## config.mk

```make
export PLATFORM = sky130hd
export DESIGN_NAME = shift_register_rx_flat
export DESIGN_NICKNAME = d
export VERILOG_FILES = /design/src/rtl/shift_register_rx_if.sv /design/src/rtl/shift_register_rx.sv /design/src/flat_wrapper.sv
export SDC_FILE = /design/constraint.sdc
export NUM_CORES = 1
export LEC_CHECK = 0
export ABC_CLOCK_PERIOD_IN_PS = 1800
export CORE_MARGIN = 2
export CORE_UTILIZATION = 35
export CTS_BUF_LIST = sky130_fd_sc_hd__clkbuf_2 sky130_fd_sc_hd__clkbuf_4 sky130_fd_sc_hd__clkbuf_8
export CTS_CLUSTER_DIAMETER = 40
export DETAILED_ROUTE_END_ITERATION = 16
export HOLD_SLACK_MARGIN = 0.06
export PLACE_DENSITY = 0.6
export SLEW_MARGIN = 20
export SYNTH_ARGS = -nofsm -noshare
export SYNTH_HDL_FRONTEND = slang
export SYNTH_SLANG_ARGS = --single-unit
```

## constraint.sdc

```tcl
create_clock -name CLK -period 1.8 [get_ports CLK]
set_clock_uncertainty 0.2 [all_clocks]
set_input_delay 0.36 -clock CLK [delete_from_list [all_inputs] [get_ports CLK]]
set_output_delay 0.36 -clock CLK [all_outputs]
set_load 0.03 [all_outputs]
```

## src/rtl/shift_register_rx_if.sv

```systemverilog
// Bundle between the serial transmitter, the receiver and the word consumer.
// The master modport is the driving environment; slave is the receiver.
interface shift_register_rx_if #(
    parameter int WIDTH = 32
);
    logic             SIN;
    logic             SIN_STROBE;
    logic             FRAME;
    logic [WIDTH-1:0] DOUT;
    logic             DOUT_VALID;
    logic             DOUT_READY;
    logic             RX_BUSY;
    logic             OVERRUN;
    logic             FRAME_ERR;

    modport master (
        output SIN, SIN_STROBE, FRAME, DOUT_READY,
        input  DOUT, DOUT_VALID, RX_BUSY, OVERRUN, FRAME_ERR
    );

    modport slave (
        input  SIN, SIN_STROBE, FRAME, DOUT_READY,
        output DOUT, DOUT_VALID, RX_BUSY, OVERRUN, FRAME_ERR
    );
endinterface

```

## src/rtl/shift_register_rx.sv

```systemverilog
// Serial-to-parallel receiver: assembles WIDTH strobed bits LSB-first and
// hands each word to a single-entry valid/ready output register.
module shift_register_rx #(
    parameter int WIDTH       = 32,
    parameter int SYNC_STAGES = 2
) (
    input  logic               CLK,
    input  logic               RESET_N,
    shift_register_rx_if.slave bus
);
    localparam int CW = $clog2(WIDTH + 1);

    localparam logic [1:0] ST_IDLE     = 2'd0;
    localparam logic [1:0] ST_RECV     = 2'd1;
    localparam logic [1:0] ST_COMPLETE = 2'd2;
    localparam logic [1:0] ST_WAIT_END = 2'd3;

    logic [SYNC_STAGES-1:0] sin_sync_q, sin_sync_d;
    logic [SYNC_STAGES-1:0] stb_sync_q, stb_sync_d;
    logic [SYNC_STAGES-1:0] frm_sync_q, frm_sync_d;
    logic                   s_sin, s_stb, s_frame;

    logic [1:0]       state_q, state_d;
    logic [CW-1:0]    count_q, count_d;
    logic [CW-1:0]    count_inc_s;
    logic [WIDTH-1:0] shreg_q, shreg_d;
    logic [WIDTH-1:0] dout_q, dout_d;
    logic             dout_valid_q, dout_valid_d;
    logic             rx_busy_q, rx_busy_d;
    logic             overrun_q, overrun_d;
    logic             frame_err_q, frame_err_d;

    // Synchronizer chains: all three inputs get the same depth to stay aligned.
    always_comb begin
        sin_sync_d    = sin_sync_q;
        stb_sync_d    = stb_sync_q;
        frm_sync_d    = frm_sync_q;
        sin_sync_d[0] = bus.SIN;
        stb_sync_d[0] = bus.SIN_STROBE;
        frm_sync_d[0] = bus.FRAME;
        for (int i = 1; i < SYNC_STAGES; i++) begin
            sin_sync_d[i] = sin_sync_q[i-1];
            stb_sync_d[i] = stb_sync_q[i-1];
            frm_sync_d[i] = frm_sync_q[i-1];
        end
    end

    assign s_sin   = sin_sync_q[SYNC_STAGES-1];
    assign s_stb   = stb_sync_q[SYNC_STAGES-1];
    assign s_frame = frm_sync_q[SYNC_STAGES-1];

    assign count_inc_s = count_q + {{(CW-1){1'b0}}, 1'b1};

    // Receive FSM, shift register and output-register handoff.
    always_comb begin
        state_d     = state_q;
        count_d     = count_q;
        shreg_d     = shreg_q;
        dout_d      = dout_q;
        overrun_d   = 1'b0;
        frame_err_d = 1'b0;

        if (dout_valid_q && bus.DOUT_READY) begin
            dout_valid_d = 1'b0;
        end else begin
            dout_valid_d = dout_valid_q;
        end

        case (state_q)
            // IDLE and RECV share the bit-capture path; count is always 0 in IDLE.
            ST_IDLE, ST_RECV: begin
                if (s_frame) begin
                    state_d = ST_RECV;
                    if (s_stb) begin
                        for (int i = 0; i < WIDTH; i++) begin
                            if (count_q == CW'(i)) begin
                                shreg_d[i] = s_sin;
                            end else begin
                                shreg_d[i] = shreg_q[i];
                            end
                        end
                        count_d = count_inc_s;
                        if (count_inc_s == CW'(WIDTH)) begin
                            state_d = ST_COMPLETE;
                        end else begin
                            state_d = ST_RECV;
                        end
                    end else begin
                        count_d = count_q;
                    end
                end else if (state_q == ST_RECV) begin
                    frame_err_d = 1'b1;
                    count_d     = {CW{1'b0}};
                    shreg_d     = {WIDTH{1'b0}};
                    state_d     = ST_IDLE;
                end else begin
                    state_d = ST_IDLE;
                end
            end
            ST_COMPLETE: begin
                if (!dout_valid_q || bus.DOUT_READY) begin
                    dout_d       = shreg_q;
                    dout_valid_d = 1'b1;
                end else begin
                    overrun_d = 1'b1;
                end
                count_d = {CW{1'b0}};
                shreg_d = {WIDTH{1'b0}};
                if (s_frame) begin
                    state_d = ST_WAIT_END;
                end else begin
                    state_d = ST_IDLE;
                end
            end
            ST_WAIT_END: begin
                if (s_frame) begin
                    state_d = ST_WAIT_END;
                end else begin
                    state_d = ST_IDLE;
                end
            end
            default: begin
                state_d = ST_IDLE;
                count_d = {CW{1'b0}};
                shreg_d = {WIDTH{1'b0}};
            end
        endcase

        rx_busy_d = (state_d == ST_RECV) || (state_d == ST_WAIT_END);
    end

    // Synchronizer flops.
    always_ff @(posedge CLK or negedge RESET_N) begin
        if (!RESET_N) begin
            sin_sync_q <= {SYNC_STAGES{1'b0}};
            stb_sync_q <= {SYNC_STAGES{1'b0}};
            frm_sync_q <= {SYNC_STAGES{1'b0}};
        end else begin
            sin_sync_q <= sin_sync_d;
            stb_sync_q <= stb_sync_d;
            frm_sync_q <= frm_sync_d;
        end
    end

    // FSM state, datapath and registered status outputs.
    always_ff @(posedge CLK or negedge RESET_N) begin
        if (!RESET_N) begin
            state_q      <= ST_IDLE;
            count_q      <= {CW{1'b0}};
            shreg_q      <= {WIDTH{1'b0}};
            dout_q       <= {WIDTH{1'b0}};
            dout_valid_q <= 1'b0;
            rx_busy_q    <= 1'b0;
            overrun_q    <= 1'b0;
            frame_err_q  <= 1'b0;
        end else begin
            state_q      <= state_d;
            count_q      <= count_d;
            shreg_q      <= shreg_d;
            dout_q       <= dout_d;
            dout_valid_q <= dout_valid_d;
            rx_busy_q    <= rx_busy_d;
            overrun_q    <= overrun_d;
            frame_err_q  <= frame_err_d;
        end
    end

    assign bus.DOUT       = dout_q;
    assign bus.DOUT_VALID = dout_valid_q;
    assign bus.RX_BUSY    = rx_busy_q;
    assign bus.OVERRUN    = overrun_q;
    assign bus.FRAME_ERR  = frame_err_q;
endmodule

```

## src/flat_wrapper.sv

```systemverilog
// flat-port wrapper written by rule: the top's interface ports become plain ports
module shift_register_rx_flat 
#(
    parameter int WIDTH       = 32,
    parameter int SYNC_STAGES = 2
)
  (CLK, RESET_N, bus_SIN, bus_SIN_STROBE, bus_FRAME, bus_DOUT_READY, bus_DOUT, bus_DOUT_VALID, bus_RX_BUSY, bus_OVERRUN, bus_FRAME_ERR);
  shift_register_rx_if #(.WIDTH(WIDTH)) bus_i ();
  input  logic CLK;
  input  logic RESET_N;
  input wire logic [$bits(bus_i.SIN)-1:0] bus_SIN;
  input wire logic [$bits(bus_i.SIN_STROBE)-1:0] bus_SIN_STROBE;
  input wire logic [$bits(bus_i.FRAME)-1:0] bus_FRAME;
  input wire logic [$bits(bus_i.DOUT_READY)-1:0] bus_DOUT_READY;
  output wire logic [$bits(bus_i.DOUT)-1:0] bus_DOUT;
  output wire logic [$bits(bus_i.DOUT_VALID)-1:0] bus_DOUT_VALID;
  output wire logic [$bits(bus_i.RX_BUSY)-1:0] bus_RX_BUSY;
  output wire logic [$bits(bus_i.OVERRUN)-1:0] bus_OVERRUN;
  output wire logic [$bits(bus_i.FRAME_ERR)-1:0] bus_FRAME_ERR;
  assign bus_i.SIN = bus_SIN;
  assign bus_i.SIN_STROBE = bus_SIN_STROBE;
  assign bus_i.FRAME = bus_FRAME;
  assign bus_i.DOUT_READY = bus_DOUT_READY;
  assign bus_DOUT = bus_i.DOUT;
  assign bus_DOUT_VALID = bus_i.DOUT_VALID;
  assign bus_RX_BUSY = bus_i.RX_BUSY;
  assign bus_OVERRUN = bus_i.OVERRUN;
  assign bus_FRAME_ERR = bus_i.FRAME_ERR;
  shift_register_rx #(.WIDTH(WIDTH), .SYNC_STAGES(SYNC_STAGES)) u_core (.CLK(CLK), .RESET_N(RESET_N), .bus(bus_i));
endmodule
```

==> summary.md <==
| Metric | Value |
|---|---|
| Outcome | `finished, violations left` |
| Failing checks | `negative setup slack` |
| Post-synthesis sequential area ratio | `a little under three fifths` |
| Dpl ws | `-0.253 ns` |
| Min-delay worst type | `flop to flop` |
| Antenna-violating nets left | `0` |
| Starting density of the core | `35.9%` |
| Slowest cell on crit path | `dfrtp_1` |
| Total core area | `a little over 0.01 mm^2` |
| Total track usage | `roughly 15%` |
| Chip height | `approximately 110 um` |
| Count of final setup violators | `30` |
| Unique masters post-synth | `41` |
| TritonCTS clock tree | `yes` |
| CTS Root Cell | `clkbuf_8` |
| Synth Instances | `283` |
| Lkg Pwr | `approximately 2.6 nW` |
| Share of cells above drive strength 1 | `52.2%` |
| Slew @ Worst Pin | `0.457 ns` |
| P&R area growth vs syn | `41.3%` |
| Bufs and invs on worst path | `3` |
| CP most frequent cell | `buf_4` |
| Via count | `approximately 2.6k` |
| Post-DR vias/cell | `between 4 and 5` |
| Worst setup EP type | `flop` |
| DR WL/cell | `16.0 um` |
| Critical path class | `flop to flop` |
| Clk_lat worst skew | `0.33 ns` |
| Initial DRC Count | `230` |
| Final min period | `slightly below 2 ns` |
| Grt ovf | `0` |
| DRC viols | `0` |
| Top Family by Delay on Critical Path | `buffers and inverters` |
| Clock sink count | `82` |
| Final hold vios | `0` |
| H-tree levels | `3` |
| Slowest cell delay on critical path | `0.41 ns` |
| Slew Limit Fails | `0` |
| Final WL | `8330 um` |
| Placed cell areas | `0.00447 mm^2` |
| Post-synth ARST share | `100%` |
| Worst vdd ir | `402 uV` |
| Synthesized cell area | `0.00367 mm^2` |
| Nets@finish | `391` |
| Synth area leader | `dfrtp_1` |
| Final Cycle Share | `107%` |
| Final design area excluding fillers | `0.00519 mm^2` |
| Via count of the first global-routing pass | `2668` |
| Placer Congestion | `a little over 0.9` |
| Synth area leaders | `dfrtp_1 56%, mux2_2 19%, o21ai_0 2.9%, a21oi_1 1.9%, buf_6 1.8%` |
| Post-synth top area share | `55.9%` |
| Slew HR | `69.5%` |
| Top FF cell, synth | `dfrtp_1` |
| First-pass GRT wire length | `about 13000 um` |
| Num CTS Buffers | `9` |
| Cell Chain, Critical Path | `buf_4 -> buf_4 -> ha_4 -> buf_4 -> nand3b_1 -> o21ai_1 -> nand2_1 -> mux2_4` |
| Die width | `approximately 110 um` |
| Commonest non-fill, non-tap cells in the layout | `78 x dfrtp_1, 51 x mux2_2, 49 x buf_4, 36 x dlygate4sd2_1, 12 x mux2_4` |
| Final antenna diode count | `0` |
| Maximum capacitance violations | `0` |
| Syn avg cell area | `13.0 um^2` |
| Syn. warnings | `0` |
| Unrepaired setup endpoints after global routing | `yes` |
| Worst Setup Start Kind | `flop` |
| Boundary Pins | `42` |
| DR pass1 iterations | `4` |
| FF+latch count, synth | `a little over 80` |
| Layout Utilization | `50.7%` |
| Critical Path AT | `1.95 ns` |
| Row count | `37` |
| Largest net degree at the start of global routing | `51` |
| PD cells | `819 mW/mm^2` |
| Post-DP HPWL | `5220 um` |
| Mapped Nets | `294` |
| Final setup TNS | `-2.14 ns` |
| Clock Pin Slew Worst Setup and Hold Paths | `approximately 0.080 ns` |
| Total power | `0.00425 W` |
| Commonest non-fill, non-tap cell in the layout | `dfrtp_1` |
| CTS Buffer Depth | `2` |
| Post-synth EDFFs | `0` |
| Achievable Freq | `~0.52 GHz` |
| Initial antenna violation count | `0` |
| Fin worst setup slack | `-0.128 ns` |
| Buffers on Ports | `41` |
| Die area | `0.0113 mm^2` |
| Max Fanout on Critical Path | `3` |
| Required time of the critical path | `1.82 ns` |
logic make-up (layout without fill, tap and decap cells):
kind of cell             after synthesis  after routing  share of synthesized area (%)
buffers and inverters                 23            121                           4.09
XOR/XNOR                               4              4                          0.955
flip-flops                            82             82                           55.9
multiplexers                          65             65                           19.9
AND/OR/NAND/NOR                       52             54                           8.96
adder cells (fa/ha/maj)                5              5                           1.70
AO/OA/AOI/OAI                         52             52                           8.49
worst paths after layout:
check                                           from                   end  slack, ns  depth (start not counted)
worst max-delay path               u_core.count_q[1]    u_core.shreg_q[30]      -0.13                          8
worst min-delay path            u_core.stb_sync_q[0]  u_core.stb_sync_q[1]       0.15                          0
worst max register to register     u_core.count_q[1]    u_core.shreg_q[30]      -0.13                          8
worst min register to register  u_core.stb_sync_q[0]  u_core.stb_sync_q[1]       0.15                          0
max in group asynchronous                    RESET_N     u_core.state_q[1]       0.65                          3
min in group asynchronous                    RESET_N  u_core.bus.FRAME_ERR       0.19                          2
report_power, final:
group,switching [W],internal (W),leakage (nW)
clock,0.000605,0.000818,0.109
sequential,0.000105,0.00197,1.08
combinational,0.000370,0.000380,1.37
layer usage:
| layer | wire, um | global-route usage (%) | vias to the layer above |
|---|---|---|---|
| li1 | - | - | 1203 |
| met1 | 3800 | 21.1 | 1284 |
| met2 | 4010 | 22.8 | 73 |
| met3 | 425 | 3.43 | 6 |
| met4 | 99 | 5.66 | 0 |
| met5 | 0 | 0 | - |
registers in the layout, summed over array words and instances, names as in the netlist:
name and count:
u_core.bus.DOUT_VALID 1, u_core.bus.OVERRUN 1, u_core.count_q 6, u_core.frm_sync_q 2
u_core.sin_sync_q 2, u_core.stb_sync_q 2, u_core.bus.RX_BUSY 1, u_core.shreg_q 32
u_core.bus.DOUT 32, u_core.bus.FRAME_ERR 1, u_core.state_q 2
cell type report:
| cell class | instances | area, um^2 |
|---|---|---|
| flip-flops and latches | 82 | 2060 |
| repair buffers | 104 | 951 |
| inverters | 3 | 11.3 |
| multi-input cells | 180 | 1790 |
| fillers | 903 | 5040 |
| well taps | 136 | 170 |
| clock inverters | 3 | 65.1 |
| clock buffers | 11 | 145 |
timing repair:
item,in CTS,in global routing
hold buffers,1,0
hold endpoints to repair,82,0
pin swaps,10,23
endpoints found under the setup margin,99,67
resized for setup,97,37
setup buffers,8,11
gates cloned,2,2
synth_stat cells (2+ instances only):
master	number
a21oi_1	14
nor2_1	6
mux2_2	63
nor2b_1	6
ha_1	5
nand4_1	2
dfrtp_1	82
nand2_1	13
buf_6	6
a31oi_1	6
o31ai_1	3
buf_2	8
xor2_1	2
nand2b_1	4
nand2b_4	2
o41a_1	2
buf_4	2
nand3_1	8
o21ai_0	21
inv_1	3
nand3b_1	2
xnor2_1	2
clkbuf_1	3
stage by stage:
| step | instances | hold WS (ns) |
|---|---|---|
| floorplan | 283 | -0.136 |
| global placement | 482 | -0.00150 |
| detailed placement | 482 | -0.00294 |
| CTS | 507 | 0.150 |
| global route | 519 | 0.159 |
| finish | 519 | 0.147 |
No activity file was read; power rests on OpenSTA's default activity.
